**src/rtl/pwm_spi_config_ctrl.sv**
```systemverilog
// pwm_spi_config_ctrl
// SPI-slave (mode 0) configuration front end for the multi-channel PWM driver.
// 8-bit command frames stage per-channel duty values in shadow registers.
// Staged values reach duty_o only on period_start, so a channel never changes
// mid-period.
// Optional build macro: PWM_SPI_READBACK_EN adds a status byte shifted out on
// spi_miso during each frame. Without it, spi_miso is tied low.
//
// state | meaning
// IDLE  | waiting for synchronised cs_n to fall
// SHIFT | capturing command bits on synchronised sclk rising edges
// DONE  | one clk to decode the captured frame
// WAIT  | frame consumed; sclk ignored until cs_n rises
module pwm_spi_config_ctrl #(
  parameter int NUM_CH = 7,
  parameter int DUTY_W = 3
) (
  input  logic                     clk,
  input  logic                     reset,
  input  logic                     spi_sclk,
  input  logic                     spi_cs_n,
  input  logic                     spi_mosi,
  output logic                     spi_miso,
  input  logic                     period_start,
  output logic [NUM_CH*DUTY_W-1:0] duty_o,
  output logic [NUM_CH-1:0]        pending_o,
  output logic                     commit_o,
  output logic                     frame_err_o
);

  typedef enum logic [1:0] {IDLE, SHIFT, DONE, WAIT} state_t;

  state_t            state;
  logic              sclk_s1, sclk_s2, sclk_d;
  logic              cs_s1, cs_s2, cs_d;
  logic              mosi_s1, mosi_s2;
  logic              sclk_rise, cs_fall, cs_rise;
  logic [3:0]        bit_cnt;
  logic [7:0]        frame_sr;
  logic [2:0]        last_ch;
  logic [DUTY_W-1:0] shadow [NUM_CH];
  logic [DUTY_W-1:0] duty_q [NUM_CH];

  logic              f_wr;
  logic [2:0]        f_ch;
  logic [DUTY_W-1:0] f_duty;
  logic              ch_ok;

  assign sclk_rise = sclk_s2 & ~sclk_d;
  assign cs_fall   = ~cs_s2 & cs_d;
  assign cs_rise   = cs_s2 & ~cs_d;

  assign f_wr   = frame_sr[7];
  assign f_ch   = frame_sr[6:4];
  assign f_duty = frame_sr[DUTY_W-1:0];
  assign ch_ok  = (int'(f_ch) < NUM_CH);

  // Two-flop synchronisers for the SPI pins plus one delay stage for edge detect
  always_ff @(posedge clk) begin
    if (reset) begin
      sclk_s1 <= 1'b0;
      sclk_s2 <= 1'b0;
      sclk_d  <= 1'b0;
      cs_s1   <= 1'b1;
      cs_s2   <= 1'b1;
      cs_d    <= 1'b1;
      mosi_s1 <= 1'b0;
      mosi_s2 <= 1'b0;
    end else begin
      sclk_s1 <= spi_sclk;
      sclk_s2 <= sclk_s1;
      sclk_d  <= sclk_s2;
      cs_s1   <= spi_cs_n;
      cs_s2   <= cs_s1;
      cs_d    <= cs_s2;
      mosi_s1 <= spi_mosi;
      mosi_s2 <= mosi_s1;
    end
  end

  // Frame FSM, decode into shadows, and period-boundary commit of shadows
  always_ff @(posedge clk) begin
    if (reset) begin
      state       <= IDLE;
      bit_cnt     <= '0;
      frame_sr    <= '0;
      last_ch     <= '0;
      pending_o   <= '0;
      commit_o    <= 1'b0;
      frame_err_o <= 1'b0;
      for (int i = 0; i < NUM_CH; i++) begin
        shadow[i] <= '0;
        duty_q[i] <= '0;
      end
    end else begin
      // Commit sees pre-decode shadows; a same-cycle decode re-sets pending below.
      commit_o <= period_start && (pending_o != '0);
      if (period_start) begin
        for (int i = 0; i < NUM_CH; i++) begin
          if (pending_o[i]) begin
            duty_q[i]    <= shadow[i];
            pending_o[i] <= 1'b0;
          end
        end
      end

      case (state)
        IDLE: begin
          if (cs_fall) begin
            state   <= SHIFT;
            bit_cnt <= '0;
          end
        end
        SHIFT: begin
          if (cs_rise) begin
            state       <= IDLE;
            frame_err_o <= 1'b1;
          end else if (sclk_rise) begin
            frame_sr <= {frame_sr[6:0], mosi_s2};
            bit_cnt  <= bit_cnt + 4'd1;
            if (bit_cnt == 4'd7) state <= DONE;
          end
        end
        DONE: begin
          state <= WAIT;
          if (f_wr) begin
            if (f_ch == 3'd7) begin
              for (int i = 0; i < NUM_CH; i++) shadow[i] <= f_duty;
              pending_o <= '1;
            end else if (ch_ok) begin
              for (int i = 0; i < NUM_CH; i++) begin
                if (f_ch == 3'(i)) begin
                  shadow[i]    <= f_duty;
                  pending_o[i] <= 1'b1;
                end
              end
              last_ch <= f_ch;
            end else begin
              frame_err_o <= 1'b1;
            end
          end else begin
            if (f_ch == 3'd7) frame_err_o <= 1'b0;
            else              last_ch     <= f_ch;
          end
        end
        WAIT: begin
          // Level check: a cs_n rise that landed during DONE still releases us.
          if (cs_s2) state <= IDLE;
        end
        default: state <= IDLE;
      endcase
    end
  end

  // Pack the committed duties onto the flat output bus
  always_comb begin
    duty_o = '0;
    for (int i = 0; i < NUM_CH; i++) duty_o[i*DUTY_W +: DUTY_W] = duty_q[i];
  end

  // Frame duty bits above DUTY_W are ignored by design
  generate
    if (DUTY_W < 4) begin : g_unused_duty
      logic unused_duty_bits;
      assign unused_duty_bits = ^frame_sr[3:DUTY_W];
    end
  endgenerate

`ifdef PWM_SPI_READBACK_EN
  logic       sclk_fall;
  logic [3:0] rb_duty;
  logic [7:0] status_sr;

  assign sclk_fall = ~sclk_s2 & sclk_d;

  // Committed duty of the last addressed channel, zero when out of range
  always_comb begin
    rb_duty = '0;
    for (int i = 0; i < NUM_CH; i++) begin
      if (last_ch == 3'(i)) rb_duty[DUTY_W-1:0] = duty_q[i];
    end
  end

  // Status shifter: load at frame start, advance on sclk falling, zero-fill
  always_ff @(posedge clk) begin
    if (reset) begin
      status_sr <= '0;
    end else if (state == IDLE) begin
      if (cs_fall) status_sr <= {frame_err_o, last_ch, rb_duty};
      else         status_sr <= '0;
    end else if (sclk_fall) begin
      status_sr <= {status_sr[6:0], 1'b0};
    end
  end

  assign spi_miso = status_sr[7];
`else
  logic unused_last_ch;
  assign unused_last_ch = ^last_ch;
  assign spi_miso       = 1'b0;
`endif

endmodule

```
**config.mk**
```make
export PLATFORM = sky130hd
export DESIGN_NAME = pwm_spi_config_ctrl
export DESIGN_NICKNAME = d
export VERILOG_FILES = /design/src/rtl/pwm_spi_config_ctrl.sv
export SDC_FILE = /design/constraint.sdc
export NUM_CORES = 1
export LEC_CHECK = 0
export BUFFER_PORTS_ARGS = -buffer_cell sky130_fd_sc_hd__clkbuf_2
export CAP_MARGIN = 40
export CORE_MARGIN = 2
export CORE_UTILIZATION = 60
export CTS_BUF_LIST = sky130_fd_sc_hd__clkbuf_8
export DETAILED_ROUTE_END_ITERATION = 10
export PLACE_DENSITY_LB_ADDON = 0.3
export SLEW_MARGIN = 10
export SYNTH_ARGS = -nofsm -noshare
export SYNTH_HDL_FRONTEND = slang
export SYNTH_SLANG_ARGS = --single-unit
export TNS_END_PERCENT = 30
```
**constraint.sdc**
```tcl
create_clock -name clk -period 1.8 [get_ports clk]
set_clock_uncertainty 0.05 [all_clocks]
set_input_delay 0.45 -clock clk [delete_from_list [all_inputs] [get_ports clk]]
set_output_delay 0.45 -clock clk [all_outputs]
set_load 0.05 [all_outputs]
```
==> results by group <==
Floorplan
  – Initial core utilization: 63.0%
  – Die width: 74.9 um
  – Die area: between 0.005 and 0.006 mm2
  – Die Y: 74.9 um
  – FP Rows: 25
  – Ports: 37
  – Core Footprint: 0.00479 mm2

Run
  – Max capacitance violation total: 0

Detailed routing
  – Drt via density: 5.33
  – Remaining DRCs: 0
  – Initial DRC count: roughly 140
  – Avg WL per Cell: about 15 um
  – DR vias: 1914
  – Drt pass-1 iters: 4
  – Routed Wire Length: 5.35 mm
  – Antenna Nets Post-Route: 0

Place
  – Port buffer count: 35
  – Hpwl dp: 3.80 mm
  – DP Worst Slack: 195 ps
  – Global placer's final weighted congestion: 0.761

GRT
  – Initial antenna violation count: 0
  – GRT overflow: 0
  – Number of global-route vias before repair: ~1800
  – Largest net degree at the start of global routing: 17
  – First-pass GRT wire length: 8.73 mm
  – GRT Overall Usage: 21.6%

STA
  – Final min period: 1640 ps
  – Final Setup Violations: 0
  – Period utilization: 91.1%
  – Worst setup margin: 160 ps
  – Setup TNS: 0 ps
  – Hold slack: 242 ps
  – RSZ-0062 raised after global routing: false
  – Final Hold Fails: 0
  – Final slew viol count: 0
  – Fmax: 610 MHz

Synthesis
  – Top-count cell post-synth: edfxtp_1
  – Sequential cell area fraction in the yosys report: 62.5%
  – Syn_nets: 256
  – Leading post-synthesis cells by cell area: edfxtp_1 42%, dfxtp_1 21%, and3_1 3.7%
  – Yosys top cell by area: edfxtp_1
  – Avg Synthesized Cell Area: about 12 um2
  – Post-Synthesis Cells: 249
  – Netlist cell types: 45
  – Post-synth EDFFs: 42
  – Most frequent cells after synthesis: 42 x edfxtp_1, 31 x dfxtp_1, 20 x nor2_1
  – Post-synth ARST share: 0%
  – Yosys warns: 0
  – #FFs+latches synth: 73
  – Post-synth top area share: about two fifths
  – Post-synth top flop: edfxtp_1
  – Synthesized cell area: around 0.0030 mm2

Power and ir drop
  – Clock Power Share: 36.7%
  – Sw frac: 24.5%
  – Seq pwr share: 57.4%
  – Cell leakage power: ~0.0015 uW
  – Comb power frac: 5.9%
  – Int Power: 2390 uW
  – Pwr Total: about 3200 uW
  – Worst VDD drop: 669 uV
  – Pwr per Cell Area: ~900 mW/mm2
  – P_sw: 775 uW

Setup path
  – Cell chain of the critical path: clkbuf_2
  – Crit path from: pending_o[3]
  – CP Depth: 1
  – CP Capture Type: primary output
  – R2r worst-path depth: 4
  – Data arrival time of the worst path: 1140 ps
  – Worst path buffer plus inverter count: 1
  – CP peak stage delay: 470 ps
  – CP max FO: 7
  – Crit Reg-Reg Startpoint: state[0]
  – CP Launch Type: register
  – Top Family by Delay on Critical Path: flip-flops
  – Setup slack, reg-to-reg: 340 ps
  – WP data required: 1300 ps
  – Crit Path Category: reg -> out
  – Slowest cell on crit path: dfxtp_1
  – R2R Path End: shadow[0][2]
  – Worst setup path end: pending_o[3]

Layout
  – Multi-input logic area: roughly 1000 um2
  – Layout cell share with drive strength beyond 1: 26.0%
  – # fillers: about 350
  – Nets: 294
  – Final core utilization: 71.5%
  – Number of diodes: 0
  – Area grow syn2layout: 13.5%
  – FF/Latch Area: 0.00188 mm2

Clock tree
  – H-Tree Depth: 3
  – Postcts setup bufs: 0
  – Clk_lat worst skew: 340 ps
  – CTS tree: built
  – CTS clock-pin slew for the worst setup and hold paths: about 80 ps
  – Cts bufs inserted: 9
  – Clk buf depth: 2
  – CTS hold repair buffers: 0
  – CTS Sinks: 73
  – Clk root buf: clkbuf_8
  – Post-CTS resize count: 0

Run status
  – Status: complete, no violations

Worst hold path
  – Hold/Removal Path Class: in -> reg
  – Worst Hold Depth: 2
## metrics by stage
step	instances	cell area [um2]
2_1_floorplan	249	3010
3_3_place_gp	343	3240
3_5_place_dp	343	3240
4_1_cts	359	3420
5_1_grt	359	3420
6_report	359	3420
## registers in the layout, indices dropped and copies added, names as in the netlist, 4 cells and up, named ones only
signal / cells
bit_cnt: 4
frame_sr: 8
shadow: 21
duty_q: 21
pending_o: 7
## power by group through the flow
stage               clock [uW]  sequential, uW  combinational, uW
finish                    1160            1810                188
global route              1230            1820                203
CTS                       1170            1810                188
detailed placement           0            1850                188
global placement             0            1850                182
floorplan                    0            1910               85.1
## worst min-delay path by stage
stage	from	endpoint	slack (ps)
2_1_floorplan	cs_s1	cs_s2	340
3_3_place_gp	cs_s1	cs_s2	350
3_5_place_dp	cs_s1	cs_s2	360
4_1_cts	spi_cs_n	cs_s1	230
5_1_grt	spi_cs_n	cs_s1	250
6_report	spi_cs_n	cs_s1	240
## placed cells by master (no fill, tap or decap), types with 2 or more instances in the layout
| cell | Yosys | layout |
|---|---|---|
| clkbuf_2 | 0 | 35 |
| clkinvlp_4 | 0 | 4 |
| or2_2 | 4 | 4 |
| nand3_1 | 8 | 8 |
| edfxtp_1 | 42 | 42 |
| a21oi_1 | 9 | 9 |
| dfxtp_1 | 31 | 31 |
| clkbuf_8 | 0 | 10 |
| o211ai_2 | 2 | 2 |
| nand2b_1 | 16 | 16 |
| mux2i_1 | 9 | 9 |
| xor2_1 | 2 | 2 |
| nor2_1 | 20 | 20 |
| nand2_1 | 8 | 8 |
| a21o_1 | 7 | 7 |
| nor3b_1 | 4 | 4 |
| buf_4 | 3 | 8 |
| inv_1 | 10 | 10 |
| nor2b_4 | 3 | 3 |
| nor3_1 | 2 | 2 |
| nand4_1 | 2 | 2 |
| nor2b_1 | 8 | 8 |
| nor4_1 | 2 | 2 |
| and2_1 | 6 | 6 |
| and3_1 | 18 | 18 |
## cell families (layout without fill, tap and decap cells)
kind of cell | Yosys count | count (layout) | synth area share, %
xor gates and xnor gates | 3 | 3 | 0.872
buffers and inverters | 26 | 69 | 4.36
and+or+nand+nor | 109 | 109 | 21.9
AOI/OAI and AO/OA | 27 | 27 | 6.85
muxes | 9 | 9 | 2.99
other | 1 | 1 | 0.124
adders and majority gates | 1 | 1 | 0.415
DFF | 73 | 73 | 62.5
## metal layers
layer	up-vias	global-route usage [%]	part of all wire, %
met3	6	6.16	4.9
met2	56	33.0	48
met4	0	8.73	1.1
met1	907	29.1	46
met5	-	0	0
li1	945	-	-
## worst reg2reg max path, delay by kind of cell, from the launching register on
family / cells / cell delay (ps)
compound gates: 1 / 200
buf+inv: 1 / 70
flops: 1 / 340
simple gates: 2 / 510
## layout make-up
cell class                      count  share of cell area, %
Clock buffer                       10                   4.02
Clock inverter                      6                   1.28
Inverter                           10                   1.10
Multi-Input combinational cell    150                   29.2
Sequential cell                    73                   55.0
Tap cell                           67                   2.45
Timing Repair Buffer               43                   6.88
Note: power is estimated with default switching activity, not from simulation.
